`src/rtl/d2f_pkg.sv`:
```
// Shared defaults for the distance-to-frequency LED flasher and the derived
// divide-per-distance-unit scaling constant.
package d2f_pkg;

  localparam int D2F_WIDTH                  = 13;
  localparam int D2F_PERIOD_WIDTH           = 16;
  localparam int D2F_BASE_PERIOD            = 2000;
  localparam int D2F_DUTY_CYCLE             = 1000;
  localparam int D2F_MAX_FLASH_DISTANCE     = 2000;
  localparam int D2F_MIN_FLASH_DISTANCE     = 0;
  localparam int D2F_CLOCK_DIVIDE_LOW_FREQ  = 25000;
  localparam int D2F_CLOCK_DIVIDE_HIGH_FREQ = 5000;

  // Integer divide increment per distance unit across the flashing range.
  function automatic int d2f_scaling(input int low_div, input int high_div,
                                     input int max_dist, input int min_dist);
    return (low_div - high_div) / (max_dist - min_dist);
  endfunction

  localparam int D2F_DISTANCE2CLOCK_DIVIDE_SCALING =
    d2f_scaling(D2F_CLOCK_DIVIDE_LOW_FREQ, D2F_CLOCK_DIVIDE_HIGH_FREQ,
                D2F_MAX_FLASH_DISTANCE, D2F_MIN_FLASH_DISTANCE);

endpackage

```
`src/rtl/downcounter.sv`:
```
// Prescaler: counts down while enabled, reloads on zero; zero is combinational.
// Latency: zero reflects the registered count; disable clears the count to 0.
module downcounter
  import d2f_pkg::*;
#(
  parameter int PERIOD_WIDTH = D2F_PERIOD_WIDTH
) (
  input  logic                    clk,
  input  logic                    reset,
  input  logic                    enable,
  input  logic [PERIOD_WIDTH-1:0] reload,
  output logic [PERIOD_WIDTH-1:0] current_count,
  output logic                    zero
);

  logic [PERIOD_WIDTH-1:0] r_count;
  logic                    w_zero;

  assign w_zero = (r_count == '0);

  always_ff @(posedge clk or posedge reset) begin
    if (reset) begin
      r_count <= '0;
    end else if (!enable) begin
      r_count <= '0;
    end else if (w_zero) begin
      r_count <= reload;
    end else begin
      r_count <= r_count - PERIOD_WIDTH'(1);
    end
  end

  assign current_count = r_count;
  assign zero          = w_zero;

endmodule

```
`src/rtl/distance_to_frequency_converter.sv`:
```
// Proximity LED flasher: distance picks a prescale divide whose strobe advances a fixed-duty PWM.
// New distance applies at the next prescaler reload; no backpressure. Macro D2F_OUT_OF_RANGE_OFF_EN darkens the LED at/after the far bound.
module distance_to_frequency_converter
  import d2f_pkg::*;
#(
  parameter int WIDTH                  = D2F_WIDTH,
  parameter int BASE_PERIOD            = D2F_BASE_PERIOD,
  parameter int DUTY_CYCLE             = D2F_DUTY_CYCLE,
  parameter int MAX_FLASH_DISTANCE     = D2F_MAX_FLASH_DISTANCE,
  parameter int MIN_FLASH_DISTANCE     = D2F_MIN_FLASH_DISTANCE,
  parameter int CLOCK_DIVIDE_LOW_FREQ  = D2F_CLOCK_DIVIDE_LOW_FREQ,
  parameter int CLOCK_DIVIDE_HIGH_FREQ = D2F_CLOCK_DIVIDE_HIGH_FREQ,
  parameter int PERIOD_WIDTH           = D2F_PERIOD_WIDTH
) (
  input  logic             clk,
  input  logic             reset,
  input  logic             enable,
  input  logic [WIDTH-1:0] distance,
  output logic             pwm_led
);

  localparam int DISTANCE2CLOCK_DIVIDE_SCALING =
    d2f_scaling(CLOCK_DIVIDE_LOW_FREQ, CLOCK_DIVIDE_HIGH_FREQ,
                MAX_FLASH_DISTANCE, MIN_FLASH_DISTANCE);
  localparam int DW    = WIDTH + PERIOD_WIDTH;
  localparam int PWM_W = (BASE_PERIOD > 1) ? $clog2(BASE_PERIOD) : 1;

  localparam logic [DW-1:0]    MIN_D    = DW'(MIN_FLASH_DISTANCE);
  localparam logic [DW-1:0]    MAX_D    = DW'(MAX_FLASH_DISTANCE);
  localparam logic [DW-1:0]    HIGH_D   = DW'(CLOCK_DIVIDE_HIGH_FREQ);
  localparam logic [DW-1:0]    SCALE_D  = DW'(DISTANCE2CLOCK_DIVIDE_SCALING);
  localparam logic [PWM_W-1:0] PWM_LAST = PWM_W'(BASE_PERIOD - 1);
  localparam logic [31:0]      DUTY_U   = 32'(DUTY_CYCLE);

  logic [DW-1:0]           w_dist_wide;
  logic                    w_in_range;
  logic [PERIOD_WIDTH-1:0] w_divide;
  logic [PERIOD_WIDTH-1:0] w_reload;
  logic [PERIOD_WIDTH-1:0] w_current_count;
  logic                    w_zero;
  logic                    w_pwm_enable;
  logic                    w_pwm_out;
  logic [PWM_W-1:0]        r_pwm_count;

  assign w_dist_wide = DW'(distance);
  assign w_in_range  = (w_dist_wide > MIN_D) && (w_dist_wide < MAX_D);

  // Product is formed at full width, then truncated to the prescaler width.
  assign w_divide = w_in_range
                  ? PERIOD_WIDTH'(HIGH_D + (w_dist_wide - MIN_D) * SCALE_D)
                  : PERIOD_WIDTH'(1);
  assign w_reload = w_divide - PERIOD_WIDTH'(1);

  downcounter #(
    .PERIOD_WIDTH (PERIOD_WIDTH)
  ) u_prescaler (
    .clk           (clk),
    .reset         (reset),
    .enable        (enable),
    .reload        (w_reload),
    .current_count (w_current_count),
    .zero          (w_zero)
  );

  assert property (@(posedge clk) disable iff (reset)
                   (w_zero == (w_current_count == '0)));

  assign w_pwm_enable = w_zero & enable;

  always_ff @(posedge clk or posedge reset) begin
    if (reset) begin
      r_pwm_count <= '0;
    end else if (!enable) begin
      r_pwm_count <= '0;
    end else if (w_pwm_enable) begin
      if (r_pwm_count == PWM_LAST) begin
        r_pwm_count <= '0;
      end else begin
        r_pwm_count <= r_pwm_count + PWM_W'(1);
      end
    end
  end

  assign w_pwm_out = (32'(r_pwm_count) < DUTY_U);

`ifdef D2F_OUT_OF_RANGE_OFF_EN
  logic w_too_far;
  assign w_too_far = (w_dist_wide >= MAX_D);
  assign pwm_led   = ~w_pwm_out & ~w_too_far;
`else
  assign pwm_led   = ~w_pwm_out;
`endif

endmodule

```
`config.mk`:
```
export PLATFORM = sky130hd
export DESIGN_NAME = distance_to_frequency_converter
export DESIGN_NICKNAME = d
export VERILOG_FILES = /design/src/rtl/d2f_pkg.sv /design/src/rtl/downcounter.sv /design/src/rtl/distance_to_frequency_converter.sv
export SDC_FILE = /design/constraint.sdc
export NUM_CORES = 1
export LEC_CHECK = 0
export ABC_AREA = 1
export BUFFER_PORTS_ARGS = -buffer_cell sky130_fd_sc_hd__buf_2
export CAP_MARGIN = 20
export CORE_MARGIN = 2
export CORE_UTILIZATION = 42
export CTS_CLUSTER_SIZE = 40
export DETAILED_ROUTE_END_ITERATION = 6
export GPL_TIMING_DRIVEN = 1
export PLACE_DENSITY_LB_ADDON = 0.3
export SYNTH_ARGS = -nofsm -noshare
export SYNTH_HDL_FRONTEND = slang
export SYNTH_SLANG_ARGS = --single-unit
```
`constraint.sdc`:
```
create_clock -name clk -period 2.3 [get_ports clk]
set_clock_uncertainty 0.1 [all_clocks]
set_input_delay 0 -clock clk [delete_from_list [all_inputs] [get_ports clk]]
set_output_delay 0 -clock clk [all_outputs]
set_load 0.02 [all_outputs]
```
==> flow_summary.json, run 1 <==
{
  "port_buffers": 16,
  "initial_core_util_pct": 42.8,
  "clk_path_buf_depth": 2,
  "synth_fp_nets": 450,
  "multi_input_area_um2": 1870,
  "overflow": 0,
  "synth_cells": 408,
  "final_cell_mix": "nand2_1 (91), inv_1 (57), buf_4 (53)",
  "synth_edf_count": 0,
  "grt_setup_unrepaired": "true",
  "setup_viol": 2,
  "grtUsageTotal_pct": 18.2,
  "antenna_found_initial": 0,
  "grt_max_degree": 28,
  "switching_share_pct": 43.9,
  "wl_um": 6100,
  "yosysTopAreaCellShare_pct": 25.3,
  "async_flop_share_pct": 100,
  "layout-drive-gt1-share_pct": 26.6,
  "drc": 0,
  "tightestPinTransition_ns": 0.359,
  "p_per_area_nw_per_um2": 741,
  "critical-path-slowest-cell": "fa_2",
  "status": "finished, violations left",
  "grt_pass1_wl_um": 10900,
  "seq_area_um2": 676,
  "final.fill_count": 631,
  "coreArea_um2": 6240,
  "cts_tree": "done",
  "clkPwrFrac_pct": 10.5,
  "final_util_pct": 55.6,
  "peakVddDrop_mv": 0.703,
  "yosysTopAreaCell": "dfrtp_1",
  "nets": 525,
  "wire_per_inst_um": 10.9,
  "dp.final_hpwl_um": 4930,
  "postRouteAntennaNets": 0,
  "use_met1_pct": 24.9,
  "dpl_worst_slack_ns": -0.382,
  "violations": "setup timing",
  "n_antenna_cell": 0,
  "slew_violations": 0,
  "cts_max_level": 1,
  "worstPathArrival_ns": 2.41,
  "crit_buf_inv": 2,
  "final_common_cell": "nand2_1",
  "place.gp.congestion": 0.856,
  "dr.pass1.iters": 4,
  "leakagePower_nw": 1.81,
  "layout_setup_ws_ns": -0.0402,
  "ys_warn_count": 0,
  "grt_pass1_vias": 2641,
  "critPathCaptureType": "flop",
  "p_seq_share_pct": 23.6,
  "pwr-share-comb_pct": 65.9,
  "maxCapViolCount": 0,
  "critPathMaxStageDelay_ns": 0.39,
  "cp_cell_sequence": "buf_8, ha_4, ha_4, fa_2, nor2_2, nor2_4, buf_4, xor2_1, nand2_1, nand2_1, nor2_2, nand2_2, nor2_4, nand4_4, nor2_4, nand3_2, nor2_2, nor2_1",
  "syn_area_um2": 2670,
  "finalHoldViolations": 0,
  "crit_fanout": 3,
  "power.switching_mw": 1.13,
  "clk_latency_ns": 0.27,
  "die_w_um": 83.7,
  "avgSynthCellArea_um2": 6.54,
  "rows": 29,
  "vias": 2784,
  "grt_busiest_layer": "met2",
  "use_met3_pct": 2.08,
  "clk_pin_slew_worst_paths_ns": 0.09,
  "worstSetupPathType": "input port to flop",
  "layout_min_cycle_time_ns": 2.34,
  "ys_seq_area_share_pct": 25.3,
  "viasPerCell": 4.98,
  "numClockSinks": 27,
  "netlist_top_cells_area": "dfrtp_1 (25%), nand2_1 (14%), ha_1 (12%)",
  "dieArea_um2": 7010,
  "die_y_um": 83.7,
  "max_freq_ghz": 0.427,
  "grtUsageMet2_pct": 31.3,
  "ctsRootBufferMaster": "clkbuf_8",
  "p_int_mw": 1.44,
  "synth_cell_type_count": 36,
  "min_path_type": "input port to flop",
  "cp.required_ns": 2.37,
  "period_share_pct": 102,
  "ys_ff_latch": 27,
  "maxSlewHeadroom_pct": 76.0,
  "first_iter_violations": 125,
  "cts_buffers": 3,
  "area_growth_pct": 29.9,
  "ys.flop_type": "dfrtp_1",
  "critical_path.top_delay_family": "simple AND/OR/NAND/NOR gates",
  "pin_count": 17,
  "setup.worst_path.start_class": "input port"
}
==> logic make-up after synthesis <==
logic type | after synthesis | synth area share, %
simple gates | 235 | 40.3
buf+inv | 66 | 9.56
compound gates | 46 | 9.70
flops | 27 | 25.3
fa+ha+maj | 26 | 12.5
xor+xnor | 8 | 2.62
==> layer usage <==
layer | part of all wire, % | up-vias | wire length, um
met5 | 0 | - | 0
met2 | 47 | 33 | 2890
met1 | 49 | 1287 | 3010
met3 | 2.5 | 4 | 155
met4 | 0.75 | 0 | 46
li1 | - | 1460 | -
==> path summary, 6_finish.rpt <==
path | startpoint | endpoint | slack [ns] | cells after the start
min in group asynchronous | reset | r_pwm_count[3] | 0.21 | 4
hold reg to reg | r_pwm_count[9] | r_pwm_count[9] | 0.39 | 1
setup / recovery | distance[1] | u_prescaler.current_count[14] | -0.04 | 18
setup reg to reg | u_prescaler.current_count[12] | u_prescaler.current_count[14] | 0.05 | 16
hold / removal | distance[1] | u_prescaler.current_count[2] | 0.08 | 5
max in group asynchronous | reset | u_prescaler.current_count[0] | 1.63 | 4
==> synthesized netlist by cell type, drive strengths merged, types with 2 or more instances <==
cell type  instances
nor3               5
o21a               2
clkinv             2
or2                4
ha                25
dfrtp             27
nand3b             6
inv               62
o21ai             13
xor2               8
nand3             37
nand4              7
nor2              64
a21oi             25
nand2            109
==> area by class of cell <==
class | count | area share [%]
flip-flops and latches | 27 | 19.5
inverters | 64 | 7.00
repair buffers | 72 | 15.4
multi-input cells | 315 | 54.0
clock inverters | 1 | 0.144
well taps | 77 | 2.78
clock buffers | 3 | 1.19
==> worst min-delay path, cell delays in order <==
cell,delay (ns)
buf_8,0.08
buf_4,0.09
nand2_1,0.06
nand2_1,0.12
a21oi_1,0.08
==> state kept, by name, indices dropped and copies added (netlist names) <==
register / cells
u_prescaler.current_count: 16
r_pwm_count: 11
==> power by group through the flow <==
stage	registers (mW)	logic (mW)	clock network (mW)
floorplan	0.610	1.03	0
global placement	0.616	1.49	0
detailed placement	0.618	1.52	0
CTS	0.608	1.60	0.284
global route	0.618	1.91	0.298
finish	0.607	1.69	0.269
==> per-stage QoR <==
step	cells	TNS (ns)	total power [mW]	instance area [um^2]	hold WS, ns
after floorplan	408	-0.159	1.64	2710	-0.0473
after global placement	546	-1.58	2.10	3240	-0.0224
after detailed placement	546	-2.21	2.13	3240	-0.0223
after CTS	557	0	2.49	3390	0.120
after global routing	559	-1.27	2.83	3470	0.0998
final	559	-0.0450	2.57	3470	0.0827
==> timing repair <==
| item | CTS | global route |
|---|---|---|
| endpoints found under the setup margin | 4 | 10 |
| hold buffers | 2 | 0 |
| resized for setup | 12 | 19 |
| pin swaps | 19 | 16 |
| gates cloned | 0 | 0 |
| hold endpoints to repair | 32 | 0 |
| setup buffers | 6 | 2 |
Power figures use the tool's default switching activity.
==> run 2: changes to the inputs <==
--- a/config.mk
+++ b/config.mk
@@ -8,5 +8,4 @@
 export ABC_AREA = 1
 export BUFFER_PORTS_ARGS = -buffer_cell sky130_fd_sc_hd__buf_2
-export CAP_MARGIN = 20
 export CORE_MARGIN = 2
 export CORE_UTILIZATION = 42
@@ -14,5 +13,4 @@
 export DETAILED_ROUTE_END_ITERATION = 6
 export GPL_TIMING_DRIVEN = 1
-export PLACE_DENSITY_LB_ADDON = 0.3
 export SYNTH_ARGS = -nofsm -noshare
 export SYNTH_HDL_FRONTEND = slang
==> constraint.sdc (replaced) <==
create_clock -name clk -period 2.3 [get_ports clk]
set_clock_uncertainty 0.1 [all_clocks]
set_input_delay 0.115 -clock clk [delete_from_list [all_inputs] [get_ports clk]]
set_output_delay 0.115 -clock clk [all_outputs]
set_load 0.02 [all_outputs]
==> run 2 against run 1 <==
Compared with the run above:
- the run still ends with setup timing left
- power up 4.8%
- via count down 1.5%
- sequential power about the same
- largest power group unchanged
==> flow_summary.json, run 2 (synthesized netlist as in run 1, its figures left out) <==
{
  "maxCapViolCount": 0,
  "coreArea_um2": 6240,
  "port_buffers": 16,
  "final_common_cell": "nand2_1",
  "initial_core_util_pct": 42.8,
  "setup.worst_path.start_class": "input port",
  "worstSetupPathType": "input port to flop",
  "clk_path_buf_depth": 2,
  "grt_pass1_wl_um": 11300,
  "drc": 0,
  "final_cell_mix": "nand2_1 (86), buf_4 (62), inv_1 (56)",
  "place_area_um2": 3330,
  "vias": 2742,
  "ctsRootBufferMaster": "clkbuf_8",
  "cp.required_ns": 2.42,
  "layout_setup_ws_ns": -0.0509,
  "rows": 29,
  "n_antenna_cell": 0,
  "final.fill_count": 619,
  "layout-drive-gt1-share_pct": 31.5,
  "worstPathArrival_ns": 2.47,
  "finalHoldViolations": 0,
  "place.gp.congestion": 0.837,
  "peakVddDrop_mv": 0.564,
  "nets": 535,
  "die_y_um": 83.7,
  "dpl_worst_slack_ns": -0.481,
  "critPathCaptureType": "flop",
  "grt_pass1_vias": 2717,
  "min_path_cells": 3,
  "final_util_pct": 57.9,
  "setup_viol": 5,
  "tightestPinTransition_ns": 0.374,
  "pin_count": 17,
  "area_growth_pct": 35.4,
  "overflow": 0,
  "largest_register_ff_count": 16,
  "period_share_pct": 102,
  "crit_fanout": 4,
  "dp.final_hpwl_um": 5180,
  "first_iter_violations": 88,
  "grt_max_degree": 28,
  "holdWs_ns": 0.0127,
  "antenna_found_initial": 0,
  "wl_um": 6370,
  "viasPerCell": 4.82,
  "grt_setup_unrepaired": "true",
  "max_freq_ghz": 0.425,
  "maxSlewHeadroom_pct": 75.0,
  "dieArea_um2": 7010,
  "slew_violations": 0,
  "numClockSinks": 27,
  "grtUsageTotal_pct": 18.9,
  "postRouteAntennaNets": 0,
  "cts_tree": "done",
  "status": "finished, violations left",
  "clk_latency_ns": 0.28,
  "dr.pass1.iters": 4,
  "clk_pin_slew_worst_paths_ns": 0.10,
  "r2r_cells": 13,
  "cts_max_level": 1,
  "wire_per_inst_um": 11.2,
  "layout_min_cycle_time_ns": 2.35,
  "cts_buffers": 3,
  "min_path_type": "input port to flop",
  "die_w_um": 83.7,
  "final_area_um2": 3620,
  "leakagePower_nw": 1.86,
  "p_per_area_nw_per_um2": 745,
  "violations": "setup timing"
}
-- run 2: layout make-up --
type,instances,area (um^2),area share (%)
clock buffers,3,41.3,1.14
clock inverters,1,5.00,0.138
inverters,64,243,6.71
multi-input cells,315,1950,53.9
flip-flops and latches,27,676,18.7
well taps,77,96.3,2.66
repair buffers,82,606,16.7
-- run 2: critical path: stages --
cell,delay (ns)
buf_2,0.13
ha_1,0.29
ha_1,0.34
nand2_1,0.08
nand2_1,0.08
buf_4,0.14
inv_1,0.06
nand3b_1,0.11
nand2_1,0.15
o21ai_0,0.10
nand3_1,0.10
nand2_1,0.12
inv_2,0.13
nand4_4,0.12
nor2_4,0.11
nand3_2,0.07
nand2_1,0.07
nand2_1,0.05
nor2_1,0.09
-- run 2: stage by stage --
step / total power [mW] / instances / TNS (ns)
after floorplan: 1.64 / 408 / -0.630
after detailed placement: 2.22 / 560 / -3.25
after global routing: 2.96 / 569 / -1.29
after global placement: 2.20 / 560 / -2.78
final: 2.69 / 569 / -0.184
after CTS: 2.59 / 567 / -0.0708
-- run 2: path summary, 6_finish.rpt --
check | from | end | slack (ns)
worst min register to register | r_pwm_count[9] | r_pwm_count[9] | 0.42
worst min-delay path | enable | u_prescaler.current_count[15] | 0.01
min in group asynchronous | reset | r_pwm_count[2] | 0.33
worst max register to register | u_prescaler.current_count[12] | u_prescaler.current_count[11] | 0.13
worst max-delay path | distance[5] | u_prescaler.current_count[14] | -0.05
max in group asynchronous | reset | r_pwm_count[5] | 1.50
-- run 2: per-layer routing --
layer | global-route usage [%] | routed length (um) | vias up
met5 | 0 | 0 | -
met4 | 2.64 | 41 | 0
met3 | 2.27 | 100 | 7
met2 | 31.7 | 2900 | 18
met1 | 26.7 | 3320 | 1231
li1 | - | - | 1486
-- run 2: what timing repair did --
item                                    4_1_cts  5_1_grt
resized for setup                            25       30
hold buffers                                  1        0
endpoints found under the setup margin        5       13
pin swaps                                    15       14
hold endpoints to repair                     27        0
buffers inserted                              2        2
-- run 2: where the power goes --
part | switching, mW | internal [mW]
combinational | 0.997 | 0.816
clock | 0.151 | 0.122
sequential | 0.0327 | 0.575
total | 1.18 | 1.51
==> run 3: changes to the inputs <==
Settings changed: CORE_ASPECT_RATIO set to 1.25.
==> run 3 against run 2 <==
Compared with the run above:
- the run still ends with setup timing left
- wire length is 1.3% higher
- sequential power is 6.6% higher
- worst setup slack worse by 0.10 ns
- worst hold slack better by 0.018 ns
- combinational power rose by 27%
- cell count grew 2.3%
- register-to-register slack lost 0.02 ns
- non-clock buffer count up 5
- fmax is 4.2% lower
- die area about the same
- critical path type unchanged
- largest cell class unchanged
==> flow_summary.json, run 3 (synthesized netlist as in run 1, its figures left out) <==
{
  "status": "finished, violations left",
  "violations": "setup timing",
  "grtUsageTotal_pct": 19.5,
  "peakVddDrop_mv": 0.680,
  "final_cell_mix": "nand2_1 (88), buf_4 (68), inv_1 (56)",
  "layout_min_cycle_time_ns": 2.45,
  "coreArea_um2": 6170,
  "pin_count": 17,
  "viasPerCell": 4.83,
  "worstSetupPathType": "input port to flop",
  "critPathCaptureType": "flop",
  "area_growth_pct": 38.2,
  "postRouteAntennaNets": 0,
  "finalHoldViolations": 0,
  "first_iter_violations": 64,
  "layout_setup_ws_ns": -0.154,
  "port_buffers": 16,
  "vias": 2812,
  "n_antenna_cell": 0,
  "overflow": 0,
  "clk_latency_ns": 0.27,
  "grt_setup_unrepaired": "true",
  "grt_pass1_vias": 2865,
  "wire_per_inst_um": 11.1,
  "clk_pin_slew_worst_paths_ns": 0.09,
  "setup_viol": 8,
  "cp.required_ns": 2.36,
  "final.fill_count": 609,
  "period_share_pct": 107,
  "cts_max_level": 1,
  "cts_tree": "done",
  "dr.pass1.iters": 4,
  "die_w_um": 75.3,
  "setup.worst_path.start_class": "input port",
  "ctsRootBufferMaster": "clkbuf_8",
  "cts_buffers": 3,
  "antenna_found_initial": 0,
  "die_y_um": 93.1,
  "maxSlewHeadroom_pct": 75.6,
  "dp.final_hpwl_um": 5210,
  "numClockSinks": 27,
  "place.gp.congestion": 0.849,
  "slew_violations": 0,
  "drc": 0,
  "max_freq_ghz": 0.407,
  "dieArea_um2": 7020,
  "rows": 32,
  "crit_fanout": 3,
  "layout-drive-gt1-share_pct": 32.0,
  "finalPower_mw": 3.20,
  "clk_path_buf_depth": 2,
  "final_common_cell": "nand2_1",
  "tightestPinTransition_ns": 0.365,
  "largest_register_ff_count": 16,
  "min_path_type": "input port to flop",
  "dpl_worst_slack_ns": -0.508,
  "maxCapViolCount": 0,
  "initial_core_util_pct": 43.3,
  "leakagePower_nw": 1.88,
  "grt_pass1_wl_um": 11100,
  "p_per_area_nw_per_um2": 868,
  "nets": 540,
  "wl_um": 6450,
  "worstPathArrival_ns": 2.51,
  "grt_max_degree": 28
}
-- run 3: cell types whose count changed in the layout (fill, tap and decap cells not counted), moves of 2 or more --
cell     delta
nand2_1     +2
nor2_1      -3
a21oi_2     -2
ha_4        +2
nor2_2      +2
buf_4       +6
-- run 3: area by class of cell --
| cell class | count | area, um^2 | share of cell area, % |
|---|---|---|---|
| Clock buffer | 4 | 45.0 | 1.22 |
| Inverter | 64 | 243 | 6.58 |
| Multi-Input combinational cell | 315 | 1980 | 53.7 |
| Sequential cell | 27 | 676 | 18.3 |
| Tap cell | 85 | 106 | 2.88 |
| Timing Repair Buffer | 87 | 639 | 17.3 |
-- run 3: stage by stage --
step / TNS, ns / cell area, um^2 / util (%) / cells / hold slack, ns
3_5_place_dp: -3.15 / 3320 / 53.8 / 565 / 0.0958
6_report: -0.548 / 3690 / 59.9 / 582 / 0.0302
4_1_cts: -0.389 / 3540 / 57.4 / 578 / 0.0246
3_3_place_gp: -2.96 / 3320 / 53.8 / 565 / 0.0951
5_1_grt: -1.95 / 3690 / 59.9 / 582 / 0.0302
2_1_floorplan: -0.630 / 2710 / - / 408 / 0.0677
-- run 3: path summary, 6_finish.rpt --
kind / from / to / slack, ns / cells past startpoint
max in group asynchronous: reset / u_prescaler.current_count[9] / 1.49 / 4
setup / recovery: distance[3] / u_prescaler.current_count[13] / -0.15 / 20
hold reg to reg: r_pwm_count[9] / r_pwm_count[9] / 0.40 / 1
min in group asynchronous: reset / u_prescaler.current_count[12] / 0.35 / 4
hold / removal: enable / u_prescaler.current_count[14] / 0.03 / 3
setup reg to reg: u_prescaler.current_count[12] / u_prescaler.current_count[8] / 0.11 / 14
-- run 3: per-layer routing --
layer / part of all wire [%] / GRT usage, % / vias up
li1: - / - / 1497
met1: 41 / 19.7 / 1280
met2: 56 / 40.9 / 31
met3: 2.0 / 0.862 / 4
met4: 0.93 / 4.82 / 0
met5: 0 / 0 / -
-- run 3: worst max-delay path, stage by stage --
cell and delay (ns):
buf_8 0.10, ha_4 0.23, ha_4 0.16, fa_2 0.55, nand2_2 0.06, inv_2 0.05, nand2_2 0.05, nand2_2 0.07
nand2_1 0.04, nand2_1 0.09, nand2_2 0.08, buf_6 0.12, nor2_4 0.11, nand2_2 0.07, nor2_4 0.11, nand3_2 0.09
nor2_2 0.11, nand2_1 0.07, xor2_1 0.15, nor2_1 0.06
-- run 3: report_power, final --
group | internal (mW) | switching [mW] | total [mW]
Clock | 0.124 | 0.141 | 0.265
Sequential | 0.606 | 0.0409 | 0.647
Combinational | 1.06 | 1.23 | 2.29
-- run 3: what timing repair did --
| action | 4_1_cts | 5_1_grt |
|---|---|---|
| pin swaps | 16 | 15 |
| resized for setup | 24 | 31 |
| hold buffers | 1 | 0 |
| setup endpoints to repair | 6 | 13 |
| endpoints found under the hold margin | 27 | 0 |
| setup buffers | 8 | 4 |
